<file path="config.mk">
export PLATFORM = sky130hd
export DESIGN_NAME = rect_ctl
export DESIGN_NICKNAME = d
export VERILOG_FILES = /design/src/rtl/rect_ctl.sv
export SDC_FILE = /design/constraint.sdc
export NUM_CORES = 1
export LEC_CHECK = 0
export ABC_CLOCK_PERIOD_IN_PS = 7170
export CORE_AREA = 2 2 117 119
export CTS_BUF_LIST = sky130_fd_sc_hd__clkbuf_8
export DETAILED_ROUTE_END_ITERATION = 10
export DIE_AREA = 0 0 119 121
export GPL_ROUTABILITY_DRIVEN = 0
export SLEW_MARGIN = 20
export SYNTH_ARGS = -nofsm -noshare
export SYNTH_HDL_FRONTEND = slang
export SYNTH_SLANG_ARGS = --single-unit
</file>
<file path="constraint.sdc">
create_clock -name pclk -period 7.17 [get_ports pclk]
set_input_delay 1.434 -clock pclk [delete_from_list [all_inputs] [get_ports pclk]]
set_output_delay 1.434 -clock pclk [all_outputs]
set_load 0.02 [all_outputs]
</file>
<file path="src/rtl/rect_ctl.sv">
// Bouncing-rectangle position controller: moves a rectangle once per frame
// during vertical blanking and reflects it off the active-area borders.
module rect_ctl #(
  parameter int unsigned H_ACTIVE = 800,
  parameter int unsigned V_ACTIVE = 600,
  parameter int unsigned RECT_W   = 48,
  parameter int unsigned RECT_H   = 64,
  parameter int unsigned X_INIT   = 0,
  parameter int unsigned Y_INIT   = 0
) (
  input  logic        pclk,
  input  logic        rst_n,
  input  logic        enable,
  input  logic [3:0]  step,
  input  logic        vblnk,
  output logic [10:0] xpos,
  output logic [10:0] ypos,
  output logic        pos_valid,
  output logic [15:0] frame_cnt
);

  localparam int unsigned POS_W = 11;
  localparam int unsigned CNT_W = 16;
  localparam logic [POS_W-1:0] X_MAX = POS_W'(H_ACTIVE - RECT_W);
  localparam logic [POS_W-1:0] Y_MAX = POS_W'(V_ACTIVE - RECT_H);

  typedef enum logic [1:0] {
    IDLE    = 2'd0,
    WAIT_VB = 2'd1,
    CALC    = 2'd2,
    COMMIT  = 2'd3
  } state_t;

  state_t           state, state_nx;
  logic             vblnk_d;
  logic             frame_edge_c;
  logic             dir_x, dir_y;      // 0 = right/down, 1 = left/up
  logic [POS_W-1:0] x_nx_q, y_nx_q;
  logic             dx_nx_q, dy_nx_q;
  logic [POS_W:0]   x_move_c, y_move_c;

  // One axis step in 12-bit arithmetic; returns {new_dir, new_pos}.
  function automatic logic [POS_W:0] move_axis(input logic [POS_W-1:0] pos,
                                               input logic             dir,
                                               input logic [3:0]       s,
                                               input logic [POS_W-1:0] lim);
    logic [POS_W:0] pos12, s12, res;
    pos12 = {1'b0, pos};
    s12   = (POS_W+1)'(s);
    res   = {dir, pos};
    if (!dir) begin
      if (pos12 + s12 >= {1'b0, lim}) res = {1'b1, lim};
      else                            res = {1'b0, POS_W'(pos12 + s12)};
    end else begin
      if (pos12 <= s12) res = {1'b0, POS_W'(0)};
      else              res = {1'b1, POS_W'(pos12 - s12)};
    end
    return res;
  endfunction

  assign frame_edge_c = vblnk & ~vblnk_d;
  assign x_move_c     = move_axis(xpos, dir_x, step, X_MAX);
  assign y_move_c     = move_axis(ypos, dir_y, step, Y_MAX);

  // Next-state logic; frame edges outside WAIT_VB are dropped.
  always_comb begin
    state_nx = state;
    case (state)
      IDLE:    if (enable) state_nx = WAIT_VB;
      WAIT_VB: begin
        if (frame_edge_c) state_nx = CALC;
        else if (!enable) state_nx = IDLE;
      end
      CALC:    state_nx = COMMIT;
      COMMIT:  state_nx = enable ? WAIT_VB : IDLE;
      default: state_nx = IDLE;
    endcase
  end

  always_ff @(posedge pclk or negedge rst_n) begin
    if (!rst_n) state <= IDLE;
    else        state <= state_nx;
  end

  // Datapath: capture the move in CALC, publish it in COMMIT.
  always_ff @(posedge pclk or negedge rst_n) begin
    if (!rst_n) begin
      vblnk_d   <= 1'b0;
      xpos      <= POS_W'(X_INIT);
      ypos      <= POS_W'(Y_INIT);
      dir_x     <= 1'b0;
      dir_y     <= 1'b0;
      x_nx_q    <= POS_W'(X_INIT);
      y_nx_q    <= POS_W'(Y_INIT);
      dx_nx_q   <= 1'b0;
      dy_nx_q   <= 1'b0;
      pos_valid <= 1'b0;
      frame_cnt <= '0;
    end else begin
      vblnk_d   <= vblnk;
      pos_valid <= 1'b0;
      if (state == CALC) begin
        x_nx_q  <= x_move_c[POS_W-1:0];
        dx_nx_q <= x_move_c[POS_W];
        y_nx_q  <= y_move_c[POS_W-1:0];
        dy_nx_q <= y_move_c[POS_W];
      end
      if (state == COMMIT) begin
        xpos      <= x_nx_q;
        ypos      <= y_nx_q;
        dir_x     <= dx_nx_q;
        dir_y     <= dy_nx_q;
        pos_valid <= 1'b1;
        frame_cnt <= frame_cnt + CNT_W'(1);
      end
    end
  end

endmodule

</file>
Word level (Yosys, flattened, before mapping)

Index checks and enable logic that the tools add are counted.

$add $sub $neg: 5
$lt $le $gt $ge: 4
Eq/ne operators: 5
Mux-type cells: 12
Bitwise logic cells: 2
Reduce and logical (&&, ||, !) cells: 2

Operator list:

| operator                                               | count |
|---|---|
| 2-to-1 mux 12 bit                                      | 6 |
| adder 11 x 4 -> 12 bit                                 | 2 |
| >= comparator 12 x 10 -> 1 bit (second input constant) | 2 |
| <= comparator 11 x 4 -> 1 bit                          | 2 |
| subtractor 11 x 4 -> 11 bit                            | 2 |
| adder 16 x 1 -> 16 bit (second input constant)         | 1 |
| case mux 2 bit (4 select lines)                        | 1 |
| 2-to-1 mux 2 bit                                       | 3 |
| equality test 2 bit (second input constant)            | 2 |
| != test 3 bit (second input constant)                  | 1 |
| equality test 2 x 1 -> 1 bit (second input constant)   | 1 |
| logical NOT 2 bit                                      | 1 |
| 2-to-1 mux 1 bit                                       | 2 |
| != test 2 bit (second input constant)                  | 1 |
| AND reduction 2 bit                                    | 1 |
| AND 1 bit                                              | 1 |
| NOT 1 bit                                              | 1 |

Bits in registers: 68
Input bits: 8
Output and inout bits: 39
Word-level logic and storage cells: 42

Depth between registers and ports, before layout

Depth in word-level cells: 4
Depth in mapped cells: 11
Mapped depth without buffers: 11

Worst setup path after synthesis

No wires, ideal clock.

Path type: input-to-reg
Start: input step[1]
End: register y_nx_q[0]
Library setup time: 0.140 ns
Arrival: 3.445 ns
Required time: 7.030 ns
Setup slack: 3.584 ns
Cell stages on the path: 9
Buffers on the path: 0
Cell sequence: inv_1 ha_1 or2b_1 a211oi_4 o21ai_1 a21o_1 a2111o_1 nand3b_1 a31oi_1

Longest elaborated chain between the ends: 4
Elaborated cells between the ends (all ways): 6
Classes of those cells: add/sub: 1; order compare: 2; mux: 3

RTL lines:

| element                        | RTL line | text |
|---|---|---|
| start: declaration             | 14       | `input logic [3:0] step,` |
| adder 11 x 4 -> 12 bit         | -        |  |
| >= comparator 12 x 10 -> 1 bit | 52       | `if (pos12 + s12 >= {1'b0, lim}) res = {1'b1, lim};` |
| 2-to-1 mux 12 bit              | 52       |  |
| 2-to-1 mux 12 bit (*)          | 51       | `if (!dir) begin` |
| end signal: assignment         | 94       | `y_nx_q <= POS_W'(Y_INIT);` |
| end signal: assignment         | 105      | `y_nx_q <= y_move_c[POS_W-1:0];` |
| end: declaration               | 38       | `logic [POS_W-1:0] x_nx_q, y_nx_q;` |

Mark *: on every way between the ends. The rest lies on a longest branch, timed or not.
A chain may end at the register's enable or synchronous reset.

Final worst setup path

Start: input step[0]
End: register dx_nx_q

Longest elaborated chain between the ends: 4
Elaborated cells between the ends (all ways): 6
Classes of those cells: add/sub: 1; order compare: 2; mux: 3

RTL lines:

| element                        | RTL line | text |
|---|---|---|
| adder 11 x 4 -> 12 bit         | -        |  |
| >= comparator 12 x 10 -> 1 bit | 52       |  |
| 2-to-1 mux 12 bit              | 52       |  |
| 2-to-1 mux 12 bit (*)          | 51       |  |
| end signal: assignment         | 104      | `dx_nx_q <= x_move_c[POS_W];` |
| end: declaration               | 39       | `logic dx_nx_q, dy_nx_q;` |

Marks and branches as above.

==> results.ini <==
[outcome]
outcome=complete, no violations

[detailed_routing]
final_antenna_violating_net_count=0
wl_um=11300
route.top_layer_used=met4
route.layer.met1.wl_um=5480
wl_cell_um=15.5
first_pass_iters=5
met3_wl_um=701
routed_via_density=5.34
first_iter_violations=439
met2_wirelength_um=4880
post-route-drc-count=0
num_vias=3888

[sta]
rsz0062_at_grt=no
layout_worst_path_cycle_share_pct=58.5
tightestPinTransition_ns=0.877
min_period_ns=4.20
setup_total_negative_slack_ns=0
timing.clock.skew_ns=0.0103
maxSlewViolCount=0
hold_viol_final=0
setup-violations-final=0
max_clock_freq_ghz=0.238
max-slew-margin-rel_pct=41.6

[critical_path]
crit_path_start_kind=input pin
timing.rr.start=xpos[0]
worst_r2r_end=dx_nx_q
critPathArrivalTime_ns=4.49
maximum_net_fanout_on_the_critical_path=5
crit_type=in -> reg
reg2reg_slack_ns=4.23
worst_r2r_path_depth=10
critPathCaptureType=flop
worst_ep_required_time_ns=7.46

[layout]
layout_common_cells=sky130_fd_sc_hd__nand2_1 (89), sky130_fd_sc_hd__dfrtp_1 (68), sky130_fd_sc_hd__clkdlybuf4s50_1 (45)
diodes=0
layout-drive-gt1-share_pct=6.88
filler_cell_count=1286
synthToLayoutAreaGrowth_pct=16.2
most_frequent_standard_cell_in_the_layout_excluding_fill_and_tap_cells=sky130_fd_sc_hd__nand2_1
finalNetCount=576
finalInstanceArea_mm2=0.00521

[clocking]
clkTransAtPathRegs_ns=0.08
maximum_buffer_depth_of_the_clock_tree=2
tritoncts=built
ctsResizeCount=0
htreeDepth=3
cts_buffers=9
clk_latency_ns=0.37
post-cts-setup-buffer-count=0
cts_num_sinks=68
holdBufCountCts=0
clk_root_buffer_cell=sky130_fd_sc_hd__clkbuf_8

[logic_synthesis]
syn-num-nets=549
synth.largest_area_cell=sky130_fd_sc_hd__dfrtp_1
synth_edf_count=0
ffs_latches_synth=68
synth_seq_area_share_pct=37.9
synthTopCellsByArea=sky130_fd_sc_hd__dfrtp_1 (38%), sky130_fd_sc_hd__nand2_1 (7.4%), sky130_fd_sc_hd__ha_1 (4.7%)
syn_area_per_cell_um2=8.63
synth.cell_area_mm2=0.00449
number_of_warnings_issued_by_yosys=0
postSynth.topFlopCell=sky130_fd_sc_hd__dfrtp_1
synthCells=520
synth.distinct_cells=70
synth_largest_type_area_fraction_pct=37.9
synth_async_sr_flop_share_pct=100

[power_and_ir_drop]
worst_ir_drop_vdd_mv=0.100
cellPowerDensity_mw_per_mm2=417
total_leakage_power_nw=2.19

[floorplan]
fp-row-count=42
fp.dieArea_mm2=0.0144
pin_count=47
die_h_um=121
floorplan.initialDensity_pct=34.3
chipWidth_um=119
core_area_mm2=0.0131

[global_routing]
grt_overflow_total=0
global_route_wire_length_before_repair_um=19300
via_count_of_the_first_global_routing_pass=3770
number_of_antenna_violations_at_the_first_check_in_global_routing=0
grt_start_max_net_pins=69
track_usage_pct=16.8

[min_path]
class_of_the_most_critical_hold_timing_path=reg -> reg
hold-path-endpoint=ypos[7]
hold_path_depth=2
timing.hold.worst.start=y_nx_q[7]

[placement]
io_buffers=46
place_hpwl_um=7720
postPlaceCellArea_mm2=0.00500

[flow_run]
cap_viol_max_count=0

cell families after synthesis:
| kind of cell | count (synthesis) | share of synthesized area (%) |
|---|---|---|
| adders and majority gates | 21 | 6.53 |
| DFF | 68 | 37.9 |
| AOI/OAI and AO/OA | 130 | 20.6 |
| and+or+nand+nor | 213 | 22.7 |
| muxes | 2 | 0.446 |
| buffers and inverters | 58 | 6.28 |
| xor gates and xnor gates | 28 | 5.47 |
critical path, stage by stage:
cell	delay, ns
sky130_fd_sc_hd__clkdlybuf4s50_1	0.55
sky130_fd_sc_hd__ha_1	0.20
sky130_fd_sc_hd__inv_1	0.06
sky130_fd_sc_hd__fa_1	0.46
sky130_fd_sc_hd__o21bai_1	0.30
sky130_fd_sc_hd__a21oi_1	0.22
sky130_fd_sc_hd__nor3_1	0.22
sky130_fd_sc_hd__nand4_1	0.21
sky130_fd_sc_hd__a211o_1	0.38
sky130_fd_sc_hd__a211o_1	0.34
sky130_fd_sc_hd__o21ai_0	0.10
area by class of cell:
cell class	instances	area [µm²]	share of cell area, %
multi-input combinational	394	2510	48.1
sequential	68	1700	32.6
timing repair buffer	50	485	9.31
tap	176	220	4.22
clock buffer	11	151	2.90
inverter	24	90.1	1.73
clock inverter	5	58.8	1.13
metrics by stage:
stage          util (%)  hold WS (ns)  worst slack (ns)  total power (W)  cells
5_1_grt            39.8         0.478              2.70          0.00236    728
6_report           39.8         0.467              2.97          0.00218    728
3_5_place_dp       38.2         0.457              2.51          0.00182    712
2_1_floorplan         -         0.430              3.58          0.00150    520
4_1_cts            39.8         0.466              2.90          0.00218    728
3_3_place_gp       38.2         0.448              2.68          0.00180    712
state kept, by name (all words and copies together), names as in the netlist, named ones only:
name / cells
pos_valid: 1
xpos: 11
frame_cnt: 16
dy_nx_q: 1
dx_nx_q: 1
y_nx_q: 11
dir_x: 1
ypos: 11
x_nx_q: 11
dir_y: 1
vblnk_d: 1
state: 1
metal layers:
| layer | global-route usage (%) | vias to the layer above |
|---|---|---|
| li1 | - | 1887 |
| met1 | 23.0 | 1845 |
| met2 | 25.7 | 136 |
| met3 | 3.71 | 20 |
| met4 | 7.07 | 0 |
| met5 | 0 | - |
report_power, final:
| group | total [W] | internal (W) | switching [W] |
|---|---|---|---|
| Clock | 0.000343 | 0.000180 | 0.000163 |
| Sequential | 0.000718 | 0.000517 | 0.000201 |
| Combinational | 0.00111 | 0.000471 | 0.000643 |
cell usage after synthesis, drive strengths merged (2+ instances only):
cell type and n:
a211o 2, a211oi 2, a21boi 2, a21o 7
a21oi 18, a221oi 3, a22o 2, a22oi 2
a31oi 6, a32oi 3, and2 6, and3 6
and4 2, buf 14, clkbuf 19, dfrtp 68
fa 4, ha 17, inv 24, mux2i 2
nand2 89, nand2b 5, nand3 18, nand3b 3
nand4 7, nand4b 2, nor2 39, nor2b 7
nor3 13, nor3b 2, nor4 3, o2111ai 2
o211ai 12, o21a 6, o21ai 32, o21bai 2
o221ai 7, o22ai 2, o311ai 4, o31ai 10
or3 5, xnor2 19, xor2 9
worst max-delay path by stage:
stage	startpoint	to	slack, ns	cells past startpoint
3_5_place_dp	step[1]	x_nx_q[5]	2.51	10
5_1_grt	step[0]	y_nx_q[6]	2.70	11
3_3_place_gp	step[1]	x_nx_q[5]	2.68	10
4_1_cts	step[1]	x_nx_q[5]	2.90	10
2_1_floorplan	step[1]	y_nx_q[0]	3.58	9
6_report	step[0]	dx_nx_q	2.97	11
No activity file was read; power rests on OpenSTA's default activity.
